`config.mk`:
```
export PLATFORM = sky130hd
export DESIGN_NAME = bus_sequencer
export DESIGN_NICKNAME = d
export VERILOG_FILES = /design/src/rtl/bus_sequencer.sv
export SDC_FILE = /design/constraint.sdc
export NUM_CORES = 1
export LEC_CHECK = 0
export ABC_CLOCK_PERIOD_IN_PS = 2200
export CAP_MARGIN = 20
export CORE_ASPECT_RATIO = 0.7
export CORE_MARGIN = 2
export CORE_UTILIZATION = 61
export DETAILED_ROUTE_END_ITERATION = 7
export DONT_BUFFER_PORTS = 1
export PLACE_DENSITY = 0.77
export SLEW_MARGIN = 20
export SYNTH_ARGS = -nofsm -noshare
export SYNTH_HDL_FRONTEND = slang
export SYNTH_SLANG_ARGS = --single-unit
```
`constraint.sdc`:
```
create_clock -name clock -period 2.2 [get_ports clock]
set_clock_uncertainty 0.2 [all_clocks]
set_input_delay 0.55 -clock clock [delete_from_list [all_inputs] [get_ports clock]]
set_output_delay 0.55 -clock clock [all_outputs]
set_load 0.01 [all_outputs]
```
`src/rtl/bus_sequencer.sv`:
```
// Micro-step controller for the shared 32-bit datapath bus. It sequences one register-to-register
// ALU command through bus drive, Y/Z latch, ALU start and register-file write-back steps.
`timescale 1ns/1ps
module bus_sequencer #(
  parameter int REGW    = 4,
  parameter int OPW     = 5,
  parameter int TIMEOUT = 64
) (
  input  logic            clock,
  input  logic            resetn,
  input  logic            start,
  input  logic [OPW-1:0]  op,
  input  logic [REGW-1:0] ra_sel,
  input  logic [REGW-1:0] rb_sel,
  input  logic [REGW-1:0] rd_sel,
  input  logic            alu_done,
  output logic            ready,
  output logic            done,
  output logic            err,
  output logic            RAout,
  output logic            RBout,
  output logic            RZout,
  output logic [REGW-1:0] reg_out_sel,
  output logic            Yin,
  output logic            Zin,
  output logic [OPW-1:0]  alu_op,
  output logic            alu_start,
  output logic            Rin,
  output logic [REGW-1:0] reg_in_sel
);

  localparam int CW = $clog2(TIMEOUT);
  localparam logic [CW-1:0]  WAIT_LAST = CW'(TIMEOUT - 1);
  localparam logic [OPW-1:0] OP_MUL    = OPW'(5'h0E);
  localparam logic [OPW-1:0] OP_DIV    = OPW'(5'h0F);
  localparam logic [OPW-1:0] OP_NOT    = OPW'(5'h10);
  localparam logic [OPW-1:0] OP_NEG    = OPW'(5'h11);

  typedef enum logic [2:0] {
    S_IDLE,
    S_TA,
    S_TB,
    S_WAIT,
    S_WB,
    S_DONE
  } state_t;

  state_t          state, state_next;
  logic [OPW-1:0]  op_q;
  logic [REGW-1:0] ra_q, rb_q, rd_q;
  logic [CW-1:0]   wait_cnt;
  logic            accept;
  logic            unary_in;
  logic            multi_q;
  logic            wait_expire;

  assign accept      = (state == S_IDLE) && start;
  assign unary_in    = (op == OP_NOT) || (op == OP_NEG);
  assign multi_q     = (op_q == OP_MUL) || (op_q == OP_DIV);
  // alu_done on the final permitted WAIT cycle wins over the timeout
  assign wait_expire = (state == S_WAIT) && !alu_done && (wait_cnt == WAIT_LAST);

  always_ff @(posedge clock or negedge resetn) begin
    if (!resetn) begin
      state    <= S_IDLE;
      op_q     <= '0;
      ra_q     <= '0;
      rb_q     <= '0;
      rd_q     <= '0;
      wait_cnt <= '0;
      err      <= 1'b0;
    end else begin
      state <= state_next;
      if (accept) begin
        op_q <= op;
        ra_q <= ra_sel;
        rb_q <= rb_sel;
        rd_q <= rd_sel;
      end
      if (state == S_TB)
        wait_cnt <= '0;
      else if (state == S_WAIT && !alu_done)
        wait_cnt <= wait_cnt + CW'(1);
      if (accept)
        err <= 1'b0;
      else if (wait_expire)
        err <= 1'b1;
    end
  end

  always_comb begin
    state_next  = state;
    ready       = 1'b0;
    done        = 1'b0;
    RAout       = 1'b0;
    RBout       = 1'b0;
    RZout       = 1'b0;
    reg_out_sel = '0;
    Yin         = 1'b0;
    Zin         = 1'b0;
    alu_op      = '0;
    alu_start   = 1'b0;
    Rin         = 1'b0;
    reg_in_sel  = '0;
    unique case (state)
      S_IDLE: begin
        ready = 1'b1;
        if (start)
          state_next = unary_in ? S_TB : S_TA;
      end
      S_TA: begin
        RAout       = 1'b1;
        Yin         = 1'b1;
        reg_out_sel = ra_q;
        state_next  = S_TB;
      end
      S_TB: begin
        RBout       = 1'b1;
        reg_out_sel = rb_q;
        alu_op      = op_q;
        if (multi_q) begin
          alu_start  = 1'b1;
          state_next = S_WAIT;
        end else begin
          Zin        = 1'b1;
          state_next = S_WB;
        end
      end
      S_WAIT: begin
        alu_op = op_q;
        Zin    = alu_done;
        if (alu_done)
          state_next = S_WB;
        else if (wait_expire)
          state_next = S_DONE;
      end
      S_WB: begin
        RZout      = 1'b1;
        Rin        = 1'b1;
        reg_in_sel = rd_q;
        state_next = S_DONE;
      end
      S_DONE: begin
        done       = 1'b1;
        state_next = S_IDLE;
      end
      default: state_next = S_IDLE;
    endcase
  end

endmodule

```
* Word level (Yosys, flattened, before mapping)
Cells that the tools add are included.
** Storage, ports and cells
- Register bits after elaboration :: 27
- Latch bits :: 0
- Bits in writable memories :: 0
- Memory bits (read-only) :: 0
- Word-level logic and storage cells :: 53
- Memories kept :: 0
** Cells by class
- $add $sub $neg :: 1
- Multipliers :: 0
- Div/mod/pow operators :: 0
- Order comparisons :: 0
- Eq/ne operators :: 12
- Shift operators :: 0
- Muxes and demuxes :: 22
- Bitwise logic cells :: 0
- Reduce and logical (&&, ||, !) cells :: 11
** Operators by type and width (number)
- case mux 3 bit (5 select lines) :: 1
- 2-to-1 mux 3 bit :: 4
- 2-to-1 mux 6 bit :: 2
- equality test 5 x 4 -> 1 bit (second input constant) :: 2
- equality test 5 bit (second input constant) :: 2
- 2-to-1 mux 1 bit :: 10
- case mux 4 bit (2 select lines) :: 1
- adder 6 x 1 -> 6 bit (second input constant) :: 1
- equality test 3 x 2 -> 1 bit (second input constant) :: 2
- equality test 3 bit (second input constant) :: 2
- equality test 6 bit (second input constant) :: 1
- 2-to-1 mux 5 bit :: 1
- 2-to-1 mux 4 bit :: 1
- nonzero test 2 bit :: 2
- equality test 3 x 1 -> 1 bit (second input constant) :: 1
- logical AND 1 bit :: 3
- zero test 3 bit :: 1
- inequality test 3 bit (second input constant) :: 1
- logical OR 1 bit :: 2
- 2-to-1 mux 2 bit :: 1
- inequality test 2 bit (second input constant) :: 1
- case mux 1 bit (2 select lines) :: 1
- AND reduction 2 bit :: 1
- OR reduction 2 bit :: 1
- zero test 1 bit :: 1

* Logic depth before layout (Yosys ltp)
Gate-level depths: netlist of the first run.
- Depth in word-level cells :: 6
- Mapped depth :: 5
- Mapped depth without buffers :: 4

* Least setup slack after synthesis of the first run
OpenSTA, ideal clock, no wires.
- Path kind :: register to output
- Start point :: register state[0]
- End point :: output port reg_out_sel[0]
- Data arrival time :: 1.292 ns
- Data required time :: 1.450 ns
- Setup slack :: 0.158 ns
- Stages on the path, launching flop included :: 4
- Buffers on the path :: 1
- Cell sequence :: dfrtp_1 -> clkbuf_1 -> nor3b_2 -> a22o_1
** On the way
- Cells in the longest elaborated chain, start to end :: 2
- Elaborated cells between the ends (all ways) :: 3
** RTL lines
- start, declared :: RTL line 48 : state_t state, state_next;
- start signal, assigned :: RTL line 73 : state <= state_next;
- equality test 3 x 2 -> 1 bit / equality test 3 x 1 -> 1 bit (equally long branches) :: RTL line 105 : unique case (state)
- case mux 4 bit (2 select lines) * :: RTL line 105
- end, declared :: RTL line 23 : output logic [REGW-1:0] reg_out_sel,
Mark *: on every way between the ends. The rest lies on a longest branch, timed or not.

* Worst setup path after layout of the first run
- Start point :: register state[1]
- End point :: output port reg_out_sel[2]
The elaborated chain is that of the path after synthesis.

==> summary.md, run 1 <==
For flop-to-flop paths, the worst setup slack is 0.24 ns. Setup repair after global routing could not meet its margin everywhere. By area the synthesized netlist is led by dfrtp_1 (49%), mux2_2 (15%), and2_1 (2.7%), a22o_1 (2.6%), nand2_1 (1.9%). The final global-route overflow total came out at 0. The endpoint identified for the worst register-to-register timing path is ra_q[2]$_DFFE_PN0P_. No sink is reached through more buffers than the 2 on the longest clock path. Timing analysis after detailed placement gives a worst setup slack of 0.229 ns. At the worst endpoint, the required time is 1.45 ns. The mean instance size in the synthesized netlist works out to 11.4 sq um. Slack of the critical path: -0.0339 ns. The setup path with the least slack is of type reg -> out. The worst hold path terminates at err$_DFFE_PN0P_. Once layout is complete, the cells apart from fillers number 167. The cell leakage power is 0.713 nW. TritonCTS built the clock tree.

Synthesis inferred 27 register bits. In this run, synthesis inferred 0 flip-flops with an integrated enable. Among all flip-flop cells after synthesis, the most frequent one is dfrtp_1. The total count of hold-check failures in the final report was 0.

The final worst-path cycle share was 1.02; the area share of the largest cell type after synthesis was 0.492. The number of remaining DRC errors was 0; the total number of H-tree levels was 1. The number of placed instances, taps included, is 155.

The cell area after technology mapping came out at 1370 sq um. The sequential share of the synthesized area came out at 0.492. Count of max-cap constraint violations: 0. In this run the critical register-to-register path is launched from state[0]$_DFFE_PN0P_. The worst hold-check path type was in -> reg. The first global-routing pass estimated 4.84 mm of wire.

The run finished, with violations left. The final layout contains 158 nets. Synthesized instance count: 121. For the final number of setup-violating endpoints, the log shows 3. The detailed-route via count came out at 1019.

The checks that failed: setup timing. Power spread over the standard cell area amounts to 1330 nW/um^2. Critical path startpoint: state[1]$_DFFE_PN0P_. Setup total negative slack on the finished layout was measured at -0.0885 ns. The tools report the kind of end point of the critical path as an output pin. From synthesis to final layout, the design area changed by 17.1%. VDD sags by at most 0.000719 V. The horizontal die dimension is 60.7 microns. The largest total area in the synthesized netlist belongs to dfrtp_1. The total area inside the core boundary comes to 2140 sq um. For this run, the detailed router's first-pass iteration total came to 4. The fraction of final layout cells sized beyond drive strength 1 is 0.385. For the all-layer global routing usage, the log shows 0.263. In the post-synthesis netlist, the cell with the most instances is dfrtp_1. Summed over all layers, the routed wires come to 3.18 mm. The commonest cells after synthesis are dfrtp_1 (27), mux2_2 (18), nand2_1 (7), and2_1 (6). The launching element type of the critical path is a register. The cell depth of the worst hold path is 1, and the count of input and output buffers is 0. The actual transition at the worst max-transition pin was 0.462 ns. The run gives 1.48 ns as the worst path arrival time. After layout, the minimum clock period comes to 2.23 ns. The die covers 2650 sq um.

For the count of antenna-violating nets left after detailed routing, the log shows 0. The number of sinks driven by the clock tree is 27, and the clock-pin transition on the worst setup and hold timing paths is 0.14 ns. The number of cells on the worst reg-to-reg path was 6; the number of I/O pins was 44. Detailed placement finished with a half-perimeter wire length of 2.16 mm.

The number of DRC violations after detailed-routing iteration 0 was 51; the proportion of register bits with asynchronous set or reset after synthesis was 1.00. Hold is met by 0.0681 ns. Worst hold path startpoint: start. The utilization of the core after routing was 0.753. Counting the fill cells in the layout gives 158. The cell sitting at the root of the clock tree is a clkbuf_4. Entering global routing, the biggest net connects 28 pins. The run gives 0 as the number of antenna violations at the first check in global routing. The post-synthesis cell type count is 40, and the mean routed wirelength per cell is 19.1 microns. The count of final max-slew check failures is 0. The starting density of the core is 0.643, and the maximum fanout along the worst path is 5. Routability-driven placement finished with a final weighted congestion of 0.893. The number of warning messages in the yosys log came out at 0. The clock reaches the later pin of the worst-skew pair after 0.34 ns. TritonCTS created 3 clock buffers. For the via count of the first global-routing pass, the log shows 953.

For the timing-limited maximum frequency, the log shows 448 MHz. The detailed-route vias per instance works out to 6.10. For the post-synthesis net count, the log shows 143. The initialized floorplan defines 14 standard-cell rows.

In this run the vertical extent of the chip is 43.7 microns. The relative max-transition margin is 0.688. The tools report the number of inserted diodes as 0.
==> where the power goes <==
part | internal, W | leakage (nW) | switching (W)
clock | 0.0000714 | 0.0150 | 0.000147
sequential | 0.000701 | 0.335 | 0.000137
combinational | 0.000551 | 0.363 | 0.000534
==> per-layer routing <==
| metal | track usage | part of all wire | vias up |
|---|---|---|---|
| met1 | 0.377 | 0.43 | 496 |
| met2 | 0.394 | 0.48 | 53 |
| met5 | 0 | 0 | - |
| met4 | 0.0783 | 0.013 | 0 |
| met3 | 0.0776 | 0.074 | 8 |
| li1 | - | - | 462 |
==> area by class of cell <==
| cell class | count | area [sq um] | share of cell area |
|---|---|---|---|
| inverter | 6 | 25.0 | 0.0156 |
| tap | 32 | 40.0 | 0.0249 |
| sequential | 27 | 676 | 0.420 |
| clock buffer | 4 | 26.3 | 0.0163 |
| timing repair buffer | 18 | 165 | 0.103 |
| multi-input combinational | 80 | 677 | 0.421 |
==> sequential cells by signal, summed over array words and instances (netlist names) <==
| name | cells |
|---|---|
| err | 1 |
| rd_q | 4 |
| state | 3 |
| op_q | 5 |
| ra_q | 4 |
| rb_q | 4 |
| wait_cnt | 6 |
==> critical path: stages, from the launching register on <==
cell and delay, ns:
dfrtp_1 0.44, buf_4 0.16, nor3b_4 0.31, a22o_1 0.24
==> worst max path at each step <==
| stage | slack (ns) | depth (start not counted) | end |
|---|---|---|---|
| after floorplan | 0.16 | 3 | reg_out_sel[0] |
| after global placement | 0.25 | 3 | reg_out_sel[3] |
| after detailed placement | 0.23 | 3 | reg_out_sel[3] |
| after CTS | -0.002 | 3 | reg_out_sel[3] |
| after global routing | -0.06 | 3 | reg_out_sel[0] |
| final | -0.03 | 3 | reg_out_sel[2] |
==> cells in the final DEF (no fill, tap or decap), drive strengths merged, types with 2 or more instances in the layout <==
cell type / count
a22o: 4
nor3b: 2
and3: 4
nand2: 7
nor3: 5
clkbuf: 4
nand2b: 3
dfrtp: 27
inv: 6
nand3: 5
o31ai: 2
buf: 17
o21ai: 4
mux2: 18
a21oi: 3
and2: 6
==> metrics by stage <==
| stage | cell area, sq um | power (W) |
|---|---|---|
| after floorplan | 1370 | 0.00150 |
| after global placement | 1440 | 0.00166 |
| after detailed placement | 1440 | 0.00171 |
| after CTS | 1530 | 0.00200 |
| after global routing | 1610 | 0.00227 |
| final | 1610 | 0.00214 |
==> kinds of logic after synthesis <==
group / synth area share
muxes: 0.155
buffers and inverters: 0.0537
adders and majority gates: 0.00911
AOI/OAI and AO/OA: 0.103
DFF: 0.492
and+or+nand+nor: 0.188
==> repair_timing <==
| item | in CTS | in global routing |
|---|---|---|
| setup endpoints to repair | 10 | 20 |
| resized for setup | 6 | 10 |
| endpoints found under the hold margin | 27 | 0 |
| setup buffers | 2 | 4 |
| hold buffers | 2 | 0 |
| pin swaps | 4 | 5 |
No activity file was read; power rests on OpenSTA's default activity.
==> run 2, diff against run 1 <==
--- a/config.mk
+++ b/config.mk
@@ -9,10 +9,11 @@
 export CAP_MARGIN = 20
 export CORE_ASPECT_RATIO = 0.7
 export CORE_MARGIN = 2
-export CORE_UTILIZATION = 61
+export CORE_UTILIZATION = 65
+export CTS_BUF_LIST = sky130_fd_sc_hd__clkbuf_4 sky130_fd_sc_hd__clkbuf_8
 export DETAILED_ROUTE_END_ITERATION = 7
 export DONT_BUFFER_PORTS = 1
-export PLACE_DENSITY = 0.77
+export PLACE_DENSITY = 0.81
 export SLEW_MARGIN = 20
 export SYNTH_ARGS = -nofsm -noshare
 export SYNTH_HDL_FRONTEND = slang
==> run 2 against run 1 <==
  * The flow finishes with violations (DRC, setup timing)
  * Sequential share of layout area is 0.63 points higher
  * Via count increased by 2.4%
  * First-iteration DRC count is 2.0% lower
  * Combinational power about the same
  * Power fell by 0.65%
  * Setup slack got worse by 0.0023 ns
  * Flip-flop and latch count is the same
  * Routed wire length grew 0.35%
  * Critical endpoint unchanged
  * Global-route usage shrank 0.97 points
  * Largest cell class is now sequential cells
  * Register-to-register slack hardly changed
==> summary.md, run 2 (same netlist as run 1, synthesis figures left out) <==
The flow ran to the end, but the final reports show violations. Failing checks: DRC, setup timing (was setup timing). The utilization of the core after routing is 0.826 (was 0.753).

The worst setup slack after placement is 0.188 ns (was 0.229 ns), and the count of final max-slew check failures is 0 (unchanged). The worst stage delay on the critical path is 0.44 ns (about the same). Commonest non-fill, non-tap cells in the layout: dfrtp_1 (27), mux2_2 (18), buf_4 (14), nand2_1 (7), and2_1 (6) (was dfrtp_1 (27), mux2_2 (18), buf_4 (12), nand2_1 (7)). Via count of the first global-routing pass: 928 (was 953).

Mean routed wirelength per cell: 20.2 microns (was 19.1 microns). The logs give 0.34 ns (about the same) for the insertion delay of the later-clocked pin in the worst-skew pair and 3 (unchanged) for the clock buffer count from CTS. The maximum fanout along the worst path was 5 (unchanged); the vertical extent of the die was 42.5 microns (was 43.7 microns). The standard cell core area came out at 1920 sq um (was 2140 sq um). The number of inserted diodes came out at 0 (unchanged).

The tools report the root cell of the clock tree as clkbuf_4 (unchanged). Number of I/O pins: 44 (unchanged). The count of antenna-violating nets left after detailed routing came out at 0 (unchanged).

The actual transition at the worst max-transition pin is 0.454 ns (was 0.462 ns), and the power per unit of standard cell area is 1340 nW/um^2 (was 1330 nW/um^2). The total count of hold-check failures in the final report was 0 (unchanged). The count of input and output buffers was 0 (unchanged); the cell leakage power was 0.703 nW (was 0.713 nW).

The global-route wire length before repair was 4.62 mm (was 4.84 mm). The final worst-path cycle share works out to 1.02 (about the same). Maximum vdd ir drop: 0.000733 V (was 0.000719 V).

The logs give 0.00213 W (was 0.00214 W) for the power after layout and 0 (unchanged) for the final global-route overflow total. The fraction of final layout cells sized beyond drive strength 1 is 0.390 (was 0.385). The register with the most flip-flops was wait_cnt (unchanged).

Slack of the critical path: -0.0362 ns (was -0.0339 ns). Worst hold-check path type: in -> reg (unchanged). The placed wire-length estimate is 2.19 mm (was 2.16 mm), and the worst hold slack after final layout is 0.0675 ns (was 0.0681 ns).

Number of DRC violations after detailed-routing iteration 0: 50 (was 51). The tools report the timing-limited maximum frequency as 447 MHz (was 448 MHz). Setup repair after global routing could not meet its margin everywhere.

The starting density of the core came out at 0.716 (was 0.643). The run gives 1 (unchanged) as the total number of H-tree levels. The launching element type of the critical path is a register (unchanged). The number of placement rows is 13 (was 14).

TritonCTS built the clock tree. For the count of max-cap constraint violations, the log shows 0 (unchanged). The horizontal die dimension was 59.0 microns (was 60.7 microns).

The cell depth of the worst hold path is 1 (unchanged), and the clock-pin transition on the worst setup and hold timing paths is 0.15 ns (was 0.14 ns). The post-route minimum period came out at 2.24 ns (was 2.23 ns). The setup TNS came out at -0.133 ns (was -0.0885 ns). The flip-flop count of the largest register after layout came out at 6 (unchanged). For the number of nets at the end of the flow, the log shows 159 (was 158). For the number of remaining DRC errors, the log shows 4 (was 0). The logs give 0.254 (was 0.263) for the all-layer global routing usage and 2500 sq um (was 2650 sq um) for the area of the die.

The number of antenna violations at the first check in global routing was 0 (unchanged); the detailed-route via count was 1043 (was 1019). The logs give 0.693 (was 0.688) for the relative max-transition margin and 5 (was 3) for the final number of setup-violating endpoints. Detailed-route vias per instance: 6.60 (was 6.10). The detailed-router iteration count before antenna repair is 6 (was 4), and the number of sinks driven by the clock tree is 27 (unchanged). The global placement routability congestion was 0.830 (was 0.893); the post-detailed-routing wire length was 3.19 mm (was 3.18 mm).

The synthesis-to-finish area growth came out at 15.4% (was 17.1%). The tools report the largest buffer count on any clock path as 2 (unchanged). Cells along the critical path: or3b_4 > inv_4 > a22o_1 (was buf_4 > nor3b_4 > a22o_1).

Standard cell with the maximum stage delay on the critical path: dfrtp_1 (unchanged). The critical path data required time came out at 1.45 ns (about the same). The run gives 28 (unchanged) as the maximum number of pins on one net before global-route repair. The type of the worst setup path was reg -> out (unchanged).

The most common cell after layout, fill and taps aside was dfrtp_1 (unchanged). The worst path arrival time is 1.49 ns (was 1.48 ns). Largest registers: wait_cnt: 6 flops, op_q: 5 flops (unchanged).

The kind of end point of the critical path was an output pin (unchanged). Number of cells on the worst reg-to-reg path: 6 (unchanged).
-- run 2: cell type report --
| cell class | count | area, sq um |
|---|---|---|
| well taps | 22 | 27.5 |
| clock inverters | 1 | 7.51 |
| inverters | 6 | 25.0 |
| multi-input cells | 80 | 658 |
| clock buffers | 3 | 22.5 |
| fillers | 108 | 334 |
| repair buffers | 19 | 169 |
| flip-flops and latches | 27 | 676 |
-- run 2: layer usage --
metal | vias to the layer above | routed length, microns | global-route usage
met1 | 523 | 1370 | 0.376
met4 | 0 | 30 | 0.0273
met2 | 46 | 1540 | 0.378
met5 | - | 0 | 0
met3 | 5 | 253 | 0.0802
li1 | 469 | - | -
-- run 2: critical path, delay by kind of cell, from the launching register on --
kind	cells	cell delay (ns)
compound gates	1	0.19
buf+inv	1	0.09
flops	1	0.44
simple gates	1	0.42
-- run 2: through the flow --
stage / cell area (sq um) / instances
final: 1590 / 158
after global routing: 1590 / 158
after CTS: 1510 / 152
after detailed placement: 1430 / 145
after global placement: 1430 / 145
after floorplan: 1370 / 121
-- run 2: path summary, 6_finish.rpt --
kind / slack (ns) / to / start
setup / recovery: -0.04 / reg_out_sel[2] / state[2]$_DFFE_PN0P_
hold / removal: 0.07 / err$_DFFE_PN0P_ / start
setup reg to reg: 0.23 / wait_cnt[4]$_DFFE_PN0P_ / state[2]$_DFFE_PN0P_
hold reg to reg: 0.32 / rd_q[3]$_DFFE_PN0P_ / rd_q[3]$_DFFE_PN0P_
max in group asynchronous: 1.21 / wait_cnt[5]$_DFFE_PN0P_ / resetn
min in group asynchronous: 0.43 / rb_q[0]$_DFFE_PN0P_ / resetn
-- run 2: timing repair --
item | CTS | global route
resized for setup | 5 | 8
hold buffers | 2 | 0
setup endpoints to repair | 11 | 20
hold endpoints to repair | 27 | 0
setup buffers | 1 | 6
pin swaps | 6 | 4
-- run 2: report_power, final --
part / switching, W / total, W / internal, W
Clock: 0.000157 / 0.000227 / 0.0000698
Sequential: 0.000135 / 0.000835 / 0.000700
Combinational: 0.000529 / 0.00107 / 0.000536
==> run 3, diff against run 2 <==
==> config.mk (replaced) <==
export PLATFORM = sky130hd
export DESIGN_NAME = bus_sequencer
export DESIGN_NICKNAME = d
export VERILOG_FILES = /design/src/rtl/bus_sequencer.sv
export SDC_FILE = /design/constraint.sdc
export NUM_CORES = 1
export LEC_CHECK = 0
export ABC_CLOCK_PERIOD_IN_PS = 2150
export CAP_MARGIN = 20
export CORE_ASPECT_RATIO = 0.7
export CORE_MARGIN = 2
export CORE_UTILIZATION = 61
export DETAILED_ROUTE_END_ITERATION = 7
export DONT_BUFFER_PORTS = 1
export PLACE_DENSITY = 0.77
export SLEW_MARGIN = 20
export SYNTH_ARGS = -nofsm -noshare
export SYNTH_HDL_FRONTEND = slang
export SYNTH_SLANG_ARGS = --single-unit
==> constraint.sdc (replaced) <==
create_clock -name clock -period 2.15 [get_ports clock]
set_clock_uncertainty 0.2 [all_clocks]
set_input_delay 0.5375 -clock clock [delete_from_list [all_inputs] [get_ports clock]]
set_output_delay 0.5375 -clock clock [all_outputs]
set_load 0.01 [all_outputs]
==> run 3 against run 2 <==
  * The run ends with setup timing left
  * Hold slack gained 0.0020 ns
  * Final cell count increased by 5.7%
  * Non-clock buffer count shrank 1
  * Sequential share of layout area is 0.63 points lower
==> summary.md, run 3 (same netlist as run 1, synthesis figures left out) <==
The flow ran to the end, but the final reports show violations. Failing checks: setup timing (was DRC, setup timing). The number of nets at the end of the flow was 158 (was 159).

The post-detailed-routing wire length came out at 3.03 mm (was 3.19 mm). The insertion delay of the later-clocked pin in the worst-skew pair came out at 0.33 ns (was 0.34 ns). TritonCTS built the clock tree. For the worst hold slack after final layout, the log shows 0.0695 ns (was 0.0675 ns).

The fraction of final layout cells sized beyond drive strength 1 came out at 0.378 (was 0.390). Worst hold-check path type: in -> reg (unchanged). The run gives 0 (unchanged) as the count of final max-slew check failures. The tools report the number of I/O pins as 44 (unchanged). The maximum fanout along the worst path was 5 (unchanged).

The run gives 1.41 ns (was 1.45 ns) as the critical path data required time. Commonest non-fill, non-tap cells in the layout: dfrtp_1 (27), mux2_2 (18), buf_4 (12), nand2_1 (7) (was dfrtp_1 (27), mux2_2 (18), buf_4 (14), nand2_1 (7), and2_1 (6)). Type of the worst setup path: reg -> out (unchanged).

The number of placed instances, taps included came out at 155 (was 145). The actual transition at the worst max-transition pin came out at 0.493 ns (was 0.454 ns). The flip-flop count of the largest register after layout works out to 6 (unchanged). The detailed-route vias per instance was 6.01 (was 6.60); the detailed-router iteration count before antenna repair was 4 (was 6). For the placed wire-length estimate, the log shows 2.15 mm (was 2.19 mm). The kind of end point of the critical path was an output pin (unchanged). The all-layer global routing usage is 0.244 (was 0.254). Setup repair after global routing could not meet its margin everywhere. The worst setup slack after placement was 0.185 ns (was 0.188 ns).

The run gives 0.643 (was 0.716) as the starting density of the core. The synthesis-to-finish area growth is 17.1% (was 15.4%). The tools report the clock buffer count from CTS as 3 (unchanged). The slack of the critical path is -0.0650 ns (was -0.0362 ns), and the global-route wire length before repair is 4.69 mm (was 4.62 mm). The total number of H-tree levels was 1 (unchanged); the number of DRC violations after detailed-routing iteration 0 was 15 (was 50).

The root cell of the clock tree was clkbuf_4 (unchanged). The launching element type of the critical path is a register (unchanged). The maximum number of pins on one net before global-route repair was 28 (unchanged); the vertical extent of the die was 43.7 microns (was 42.5 microns). The clock-pin transition on the worst setup and hold timing paths came out at 0.14 ns (was 0.15 ns). The worst stage delay on the critical path was 0.43 ns (was 0.44 ns); the area of the die was 2650 sq um (was 2500 sq um). The post-route minimum period was 2.22 ns; the power after layout was 0.00218 W (was 0.00213 W). The number of cells on the worst reg-to-reg path works out to 6 (unchanged). The largest buffer count on any clock path is 2 (unchanged).

The final worst-path cycle share was 1.03; the maximum vdd ir drop was 0.000690 V (was 0.000733 V). The mean routed wirelength per cell was 18.1 microns (was 20.2 microns); the total count of hold-check failures in the final report was 0 (unchanged). Cell leakage power: 0.711 nW (was 0.703 nW). Power per unit of standard cell area: 1350 nW/um^2 (was 1340 nW/um^2). The number of inserted diodes was 0 (unchanged). The tools report the timing-limited maximum frequency as 451 MHz.

The register with the most flip-flops was wait_cnt (unchanged). Relative max-transition margin: 0.666 (was 0.693). Largest registers: wait_cnt: 6 flops, op_q: 5 flops (unchanged). The count of max-cap constraint violations was 0 (unchanged); the number of non-filler instances in the completed layout was 167 (was 158).

The number of placement rows was 14 (was 13); the worst path arrival time was 1.48 ns (was 1.49 ns). The standard cell with the maximum stage delay on the critical path was dfrtp_1 (unchanged). The detailed-route via count was 1003 (was 1043). The via count of the first global-routing pass is 975 (was 928). The horizontal die dimension came out at 60.7 microns (was 59.0 microns). For the count of antenna-violating nets left after detailed routing, the log shows 0 (unchanged).

For the number of antenna violations at the first check in global routing, the log shows 0 (unchanged). The most common cell after layout, fill and taps aside was dfrtp_1 (unchanged). The standard cell core area is 2140 sq um (was 1920 sq um). Cells along the critical path: or3b_4 > inv_4 > a22o_1 (unchanged). The run gives 0 (unchanged) as the final global-route overflow total. The global placement routability congestion was 0.897 (was 0.830); the cell depth of the worst hold path was 1 (unchanged). The run gives 151 (was 108) as the number of fillers in the final layout. The tools report the number of sinks driven by the clock tree as 27 (unchanged).

The count of input and output buffers came out at 0 (unchanged). The run gives 12 (was 5) as the final number of setup-violating endpoints. The number of remaining DRC errors is 0 (was 4).
-- run 3: cell count changes in the layout (fill, tap and decap cells not counted), sizes merged --
cell      delta
buf          -1
clkinv       +1
clkinvlp     -1
-- run 3: final timing paths --
check,startpoint,end,slack (ns)
hold reg to reg,rd_q[3]$_DFFE_PN0P_,rd_q[3]$_DFFE_PN0P_,0.32
setup / recovery,state[0]$_DFFE_PN0P_,reg_out_sel[0],-0.07
max in group asynchronous,resetn,rd_q[1]$_DFFE_PN0P_,1.18
hold / removal,start,err$_DFFE_PN0P_,0.07
min in group asynchronous,resetn,wait_cnt[5]$_DFFE_PN0P_,0.43
setup reg to reg,state[0]$_DFFE_PN0P_,rb_q[1]$_DFFE_PN0P_,0.22
-- run 3: power by group --
group | internal [W] | leakage [nW] | total (W) | switching, W
Combinational | 0.000562 | 0.358 | 0.00110 | 0.000541
Clock | 0.0000699 | 0.0177 | 0.000222 | 0.000152
Sequential | 0.000717 | 0.335 | 0.000852 | 0.000135
-- run 3: worst max-delay path, delay by kind of cell (launching register included) --
| family | cells | cell delay, ns |
|---|---|---|
| compound gates | 1 | 0.20 |
| simple gates | 1 | 0.43 |
| buf+inv | 1 | 0.09 |
| flops | 1 | 0.43 |
-- run 3: metrics by stage --
step	util	cell area, sq um	setup TNS [ns]
after CTS	0.732	1570	-0.192
after global routing	0.753	1610	-1.14
after floorplan	-	1370	0
final	0.753	1610	-0.258
after detailed placement	0.679	1450	0
after global placement	0.679	1450	0
-- run 3: final cells by class --
cell class                      count  area, sq um  share of cell area
Timing Repair Buffer               18          174               0.108
Multi-Input combinational cell     80          667               0.414
Sequential cell                    27          676               0.420
Tap cell                           32         40.0              0.0249
Inverter                            6         25.0              0.0156
Clock buffer                        3         22.5              0.0140
Clock inverter                      1         5.00             0.00311
-- run 3: routing by layer --
layer / vias up / GRT usage / share of wire
met4: 0 / 0.0130 / 0.0033
li1: 467 / - / -
met1: 502 / 0.361 / 0.46
met5: - / 0 / 0
met3: 2 / 0.0657 / 0.059
met2: 32 / 0.387 / 0.48
-- run 3: what timing repair did --
item                       4_1_cts  5_1_grt
hold endpoints to repair        27        0
buffers inserted                 4        2
gates resized for setup          7        6
setup endpoints to repair       14       20
cloned                           0        0
hold buffers                     2        0
pin swaps                        7        6
